### config.mk
export PLATFORM = sky130hd
export DESIGN_NAME = go_initiator
export DESIGN_NICKNAME = d
export VERILOG_FILES = /design/src/rtl/go_initiator.sv
export SDC_FILE = /design/constraint.sdc
export NUM_CORES = 1
export LEC_CHECK = 0
export CORE_ASPECT_RATIO = 1.4
export CORE_MARGIN = 1
export CORE_UTILIZATION = 28
export CTS_BUF_LIST = sky130_fd_sc_hd__clkbuf_8 sky130_fd_sc_hd__clkbuf_16
export DETAILED_ROUTE_END_ITERATION = 7
export SLEW_MARGIN = 20
export SYNTH_ARGS = -nofsm -noshare
export SYNTH_HDL_FRONTEND = slang
export SYNTH_SLANG_ARGS = --single-unit
### constraint.sdc
create_clock -name clk -period 3.1 [get_ports clk]
set_clock_uncertainty 0.15 [all_clocks]
set_input_delay 0.465 -clock clk [delete_from_list [all_inputs] [get_ports clk]]
set_output_delay 0.465 -clock clk [all_outputs]
set_load 0.01 [all_outputs]
### src/rtl/go_initiator.sv
`default_nettype none
// ============================================================================
// Module   : go_initiator
// Purpose  : Debounced start button -> held go level -> wait for worker done
//            rising edge with timeout; tracks completed runs and error status.
// Revision : 1.0  initial release
// ============================================================================
module go_initiator #(
    parameter int unsigned DEBOUNCE_CYCLES = 1000000,
    parameter int unsigned GO_HOLD_CYCLES  = 3000004,
    parameter int unsigned TIMEOUT_CYCLES  = 100000000
) (
    input  logic       clk,
    input  logic       rst,
    input  logic       start_btn_n,
    input  logic       done_in,
    output logic       go_out,
    output logic       busy,
    output logic       done_pulse,
    output logic [7:0] run_count,
    output logic       timeout_err
);

    localparam logic [31:0] c_deb_last     = 32'(DEBOUNCE_CYCLES - 1);
    localparam logic [31:0] c_go_last      = 32'(GO_HOLD_CYCLES - 1);
    localparam logic [31:0] c_timeout_last = 32'(TIMEOUT_CYCLES - 1);

    typedef enum logic [2:0] {
        ST_IDLE      = 3'd0,
        ST_ARM       = 3'd1,
        ST_WAIT_DONE = 3'd2,
        ST_COMPLETE  = 3'd3,
        ST_ERROR     = 3'd4
    } state_t;

    state_t      state_q, state_d;
    logic [1:0]  btn_sync_q, btn_sync_d;
    logic [2:0]  done_sync_q, done_sync_d;
    logic        deb_q, deb_d;
    logic        deb_dly_q, deb_dly_d;
    logic [31:0] deb_cnt_q, deb_cnt_d;
    logic [31:0] busy_cnt_q, busy_cnt_d;
    logic [7:0]  run_count_q, run_count_d;
    logic        go_q, go_d;
    logic        busy_q, busy_d;
    logic        done_pulse_q, done_pulse_d;
    logic        timeout_err_q, timeout_err_d;

    logic        pressed;
    logic        start_pulse;
    logic        done_rise;

    assign pressed     = ~btn_sync_q[1];
    assign start_pulse = deb_q & ~deb_dly_q;
    assign done_rise   = done_sync_q[1] & ~done_sync_q[2];

    always_comb begin
        btn_sync_d  = {btn_sync_q[0], start_btn_n};
        done_sync_d = {done_sync_q[1:0], done_in};

        // Any sample agreeing with the accepted level restarts the count.
        deb_d     = deb_q;
        deb_cnt_d = 32'd0;
        if (pressed != deb_q) begin
            if (deb_cnt_q == c_deb_last) begin
                deb_d = pressed;
            end else begin
                deb_cnt_d = deb_cnt_q + 32'd1;
            end
        end
        deb_dly_d = deb_q;

        state_d = state_q;
        case (state_q)
            ST_IDLE: begin
                if (start_pulse) state_d = ST_ARM;
            end
            ST_ARM: begin
                if (done_rise)                     state_d = ST_COMPLETE;
                else if (busy_cnt_q == c_go_last)  state_d = ST_WAIT_DONE;
            end
            ST_WAIT_DONE: begin
                if (done_rise)                          state_d = ST_COMPLETE;
                else if (busy_cnt_q == c_timeout_last)  state_d = ST_ERROR;
            end
            ST_COMPLETE: state_d = ST_IDLE;
            ST_ERROR: begin
                if (start_pulse) state_d = ST_IDLE;
            end
            default: state_d = ST_IDLE;
        endcase

        busy_cnt_d = busy_cnt_q;
        if (state_q == ST_IDLE && state_d == ST_ARM) begin
            busy_cnt_d = 32'd0;
        end else if (state_q == ST_ARM || state_q == ST_WAIT_DONE) begin
            busy_cnt_d = busy_cnt_q + 32'd1;
        end

        run_count_d = run_count_q;
        if (state_d == ST_COMPLETE && state_q != ST_COMPLETE) begin
            run_count_d = run_count_q + 8'd1;
        end

        // Outputs registered from the next state so they track state_q exactly.
        go_d          = (state_d == ST_ARM);
        busy_d        = (state_d == ST_ARM) || (state_d == ST_WAIT_DONE);
        done_pulse_d  = (state_d == ST_COMPLETE);
        timeout_err_d = (state_d == ST_ERROR);
    end

    always_ff @(posedge clk or posedge rst) begin
        if (rst) begin
            state_q       <= ST_IDLE;
            btn_sync_q    <= 2'b11;
            done_sync_q   <= 3'b000;
            deb_q         <= 1'b0;
            deb_dly_q     <= 1'b0;
            deb_cnt_q     <= 32'd0;
            busy_cnt_q    <= 32'd0;
            run_count_q   <= 8'd0;
            go_q          <= 1'b0;
            busy_q        <= 1'b0;
            done_pulse_q  <= 1'b0;
            timeout_err_q <= 1'b0;
        end else begin
            state_q       <= state_d;
            btn_sync_q    <= btn_sync_d;
            done_sync_q   <= done_sync_d;
            deb_q         <= deb_d;
            deb_dly_q     <= deb_dly_d;
            deb_cnt_q     <= deb_cnt_d;
            busy_cnt_q    <= busy_cnt_d;
            run_count_q   <= run_count_d;
            go_q          <= go_d;
            busy_q        <= busy_d;
            done_pulse_q  <= done_pulse_d;
            timeout_err_q <= timeout_err_d;
        end
    end

    assign go_out      = go_q;
    assign busy        = busy_q;
    assign done_pulse  = done_pulse_q;
    assign run_count   = run_count_q;
    assign timeout_err = timeout_err_q;

endmodule
`default_nettype wire
==> impl_summary.md <==
Synthesis
The number of different library cells used by synthesis comes to 43. In the synthesized netlist the dominant register cell turns out to be sky130_fd_sc_hd__dfrtp_1. Of the synthesized area, sequential elements account for 50.42%. The number of nets handed over by synthesis was about 440. The post-synthesis area per instance is 9.823 um2.

The synthesis warning total is 0. The number of flops mapped to enable cells by yosys is 0. The fraction of registers with async set/reset is 100.0%. The post-synthesis cell area is between 4000 and 5000 um2.

Synthesis handed over a netlist of between 400 and 500 instances. In this run, synthesis produced a sequential element count of 86.

Worst setup path
The largest single stage delay on the critical path is about 0.6 ns. STA classifies the critical path endpoint as a flip-flop. The worst setup path is of the reg -> reg kind. The signal on the critical path passes through xnor2_1 > nor3_2 > nand4_1 > or3_1 > a21oi_1. The cell with the biggest individual delay on the critical path is sky130_fd_sc_hd__dfrtp_1.

The worst path required time is 3.21 ns. Along the worst path, the maximum fanout reaches 13. The arrival time of data at the critical path endpoint is ~2.7 ns. The startpoint kind of the worst setup timing path is a flip-flop.

STA
At the pin with the least slew margin, the transition time is 0.8053 ns. The time the final worst path needs with I/O delays and setup is roughly 2.6 ns. Setup repair after global routing left no endpoint under its margin. The worst hold slack across all endpoints is 0.2030 ns.

The final setup TNS is 0 ns. The final count of pins violating max slew is 0. Setup violations remaining at the end of the flow were counted as 0. The count of endpoints failing hold in the final timing report is 0. After layout, the worst path uses between 80% and 90% of the clock period. The worst slew slack as a fraction of its limit is 46.25%. The highest attainable clock frequency is 386.2 MHz.

GRT
The first global-routing pass estimated 15500 um of wire. Entering global routing, the biggest net connects about 50 pins. The initial antenna violation count is 0.

The number of global-route vias before repair was about 3300. The sum of overflow across all layers after global routing is 0. The all-layer global routing usage is 12.15%.

Clock tree
The clock reaches the later pin of the worst-skew pair after ~0.34 ns. The number of gates resized after CTS was 0. The cell sitting at the root of the clock tree is a sky130_fd_sc_hd__clkbuf_16. Counting every sink on the clock net gives 86. The number of clock buffers added by TritonCTS is 9. In this run the post-CTS setup repair buffer count came out at 0. The number of hold-repair buffers added at the cts stage is 0.

In this run the deepest clock path goes through 2 buffers. After clock tree synthesis, the clock-pin slew on the worst setup and hold paths is about 0.07 ns. The maximum level of the CTS H-tree is 3. TritonCTS built the clock tree.

Flow run
The max capacitance violation total is 0.

Detailed routing
In the final routed layout, each cell accounts on average for 13.64 um. The number of search-and-repair iterations in the first detailed-routing pass is 6. The DRC marker count from the first detailed-route iteration is 198. After detailed routing, the total wire length is slightly below 9000 um. In this run the remaining antenna-violating nets after routing total 0. The via density per instance is 5.085. In the routed design, unresolved DRC markers number 1.

The via total after detailed routing is 3280.

Final layout
0 antenna diodes ended up in the layout. The total area of multi-input combinational cells is 2001 um2. The core occupancy in the finished layout is 32.94%.

After filler insertion, the fill cell instance count of the layout stands at 1543. The relative area change from synthesis to final layout is 15.52%. The register cell area after layout is 2155 um2.

The post-route netlist has under 10% of its cells at a drive strength greater than 1. For this run, the post-layout net count is 455.

Placed design
During placement, the flow inserted port buffers numbering 15. The wire-length estimate of the detail-placed layout is ~6200 um. The congestion estimate from routability-driven global placement came to between 0.8 and 0.9.

Hold path
The min-delay analysis places its worst path in the category reg -> reg.

Outcome
The flow ran to the end, but the final reports show violations. The checks that failed: DRC.

Floorplan
The site row count is 53. For this configuration, the core starts out at a cell density of between 20% and 30%. The height of the die is ~150 um. 16 I/O pins were placed. In this run the horizontal extent of the chip is about 110 um.

In this run the standard cell core region covers 14990 um2. The die footprint is about 16000 um2.

Power
Power spread over the standard cell area amounts to ~460 nW/um2. In this run the static leakage power is 1.996 nW. The peak supply drop is 219.0 uV. The overall power consumption is 2.286 mW.
## logic make-up (layout without fill, tap and decap cells)
logic type / Yosys count / in the layout / synth area share [%]
and+or+nand+nor: 219 / 219 / 28.26
adders and majority gates: 3 / 3 / 0.8786
DFF: 86 / 86 / 50.42
muxes: 3 / 3 / 0.7321
xor gates and xnor gates: 55 / 55 / 11.27
AOI/OAI and AO/OA: 40 / 40 / 5.534
buffers and inverters: 29 / 47 / 2.899
## synth_stat cells, types with 3 or more instances
cell	count	share of area, %
sky130_fd_sc_hd__xnor2_1	35	7.2
sky130_fd_sc_hd__clkbuf_1	12	1.1
sky130_fd_sc_hd__and2_1	5	0.73
sky130_fd_sc_hd__nand2b_1	4	0.59
sky130_fd_sc_hd__xor2_1	20	4.1
sky130_fd_sc_hd__nand3_1	22	2.6
sky130_fd_sc_hd__and4_1	15	3.1
sky130_fd_sc_hd__a21oi_1	16	1.9
sky130_fd_sc_hd__nand4_1	21	3.1
sky130_fd_sc_hd__ha_1	3	0.88
sky130_fd_sc_hd__nor4_1	17	2.5
sky130_fd_sc_hd__and3_1	9	1.3
sky130_fd_sc_hd__o31ai_1	4	0.70
sky130_fd_sc_hd__nand3b_1	3	0.53
sky130_fd_sc_hd__or3_1	12	1.8
sky130_fd_sc_hd__nor3_1	10	1.2
sky130_fd_sc_hd__nand2_1	28	2.5
sky130_fd_sc_hd__buf_2	6	0.70
sky130_fd_sc_hd__inv_1	10	0.88
sky130_fd_sc_hd__a211oi_1	3	0.53
sky130_fd_sc_hd__dfrtp_1	84	49
sky130_fd_sc_hd__nor2_1	57	5.0
sky130_fd_sc_hd__o21ai_0	12	1.4
## layout make-up
cell class                 count  share of cell area (%)
inverter                      10                  0.7858
multi-input combinational    320                   40.53
tap                          192                   4.867
clock buffer                   9                   4.563
clock inverter                 7                   1.648
timing repair buffer          21                   3.954
sequential                    86                   43.65
## routing by layer
layer / up-vias / share of wire (%) / global-route usage, %
met2: 57 / 53 / 21.56
met4: 0 / 2.6 / 6.181
met1: 1630 / 43 / 13.87
met5: - / 0 / 0
li1: 1579 / - / -
met3: 14 / 2.1 / 2.147
## layout by cell type (no fill, tap or decap), drive strengths merged, types with 15 or more instances in the layout
cell / netlist / final
dfrtp: 84 / 84
nor2: 57 / 57
xnor2: 35 / 35
nand4: 22 / 22
and4: 15 / 15
nand2: 28 / 28
clkdlybuf4s50: 0 / 15
a21oi: 16 / 16
nand3: 22 / 22
xor2: 20 / 20
nor4: 18 / 18
## worst max-delay path: cells and delay by family (launching register included)
kind	cells	cell delay [ns]
XOR/XNOR	1	0.24
AND/OR/NAND/NOR	3	1.38
AO/OA/AOI/OAI	1	0.16
flip-flops	1	0.59
## stage by stage
stage	setup WS [ns]	instance area, um2	std cells
after global placement	0.6526	4629	629
after CTS	0.5212	4936	645
final	0.5108	4936	645
after floorplan	0.2665	4273	435
after detailed placement	0.5355	4629	629
after global routing	0.2427	4936	645
## flip-flops by register name, summed over array words and instances (netlist names)
name         count
state_q          3
deb_cnt_q       32
deb_dly_d        1
run_count        8
done_sync_q      3
busy_cnt_q      32
done_pulse       1
go_out           1
deb_dly_q        1
btn_sync_q       2
timeout_err      1
busy             1
## path summary, 6_finish.rpt
path / slack (ns) / to / depth (start not counted) / startpoint
setup / recovery: 0.51 / busy_cnt_q[30] / 5 / state_q[0]
hold / removal: 0.20 / btn_sync_q[1] / 0 / btn_sync_q[0]
setup reg to reg: 0.51 / busy_cnt_q[30] / 5 / state_q[0]
hold reg to reg: 0.20 / btn_sync_q[1] / 0 / btn_sync_q[0]
max in group asynchronous: 1.61 / done_pulse / 3 / rst
min in group asynchronous: 0.43 / done_sync_q[0] / 2 / rst
## report_power, final
group          switching (mW)  internal, mW
combinational          0.0333        0.0105
sequential            0.00453          1.13
clock                   0.471         0.637
total                   0.509          1.78
(Power assumes the default switching activity.)
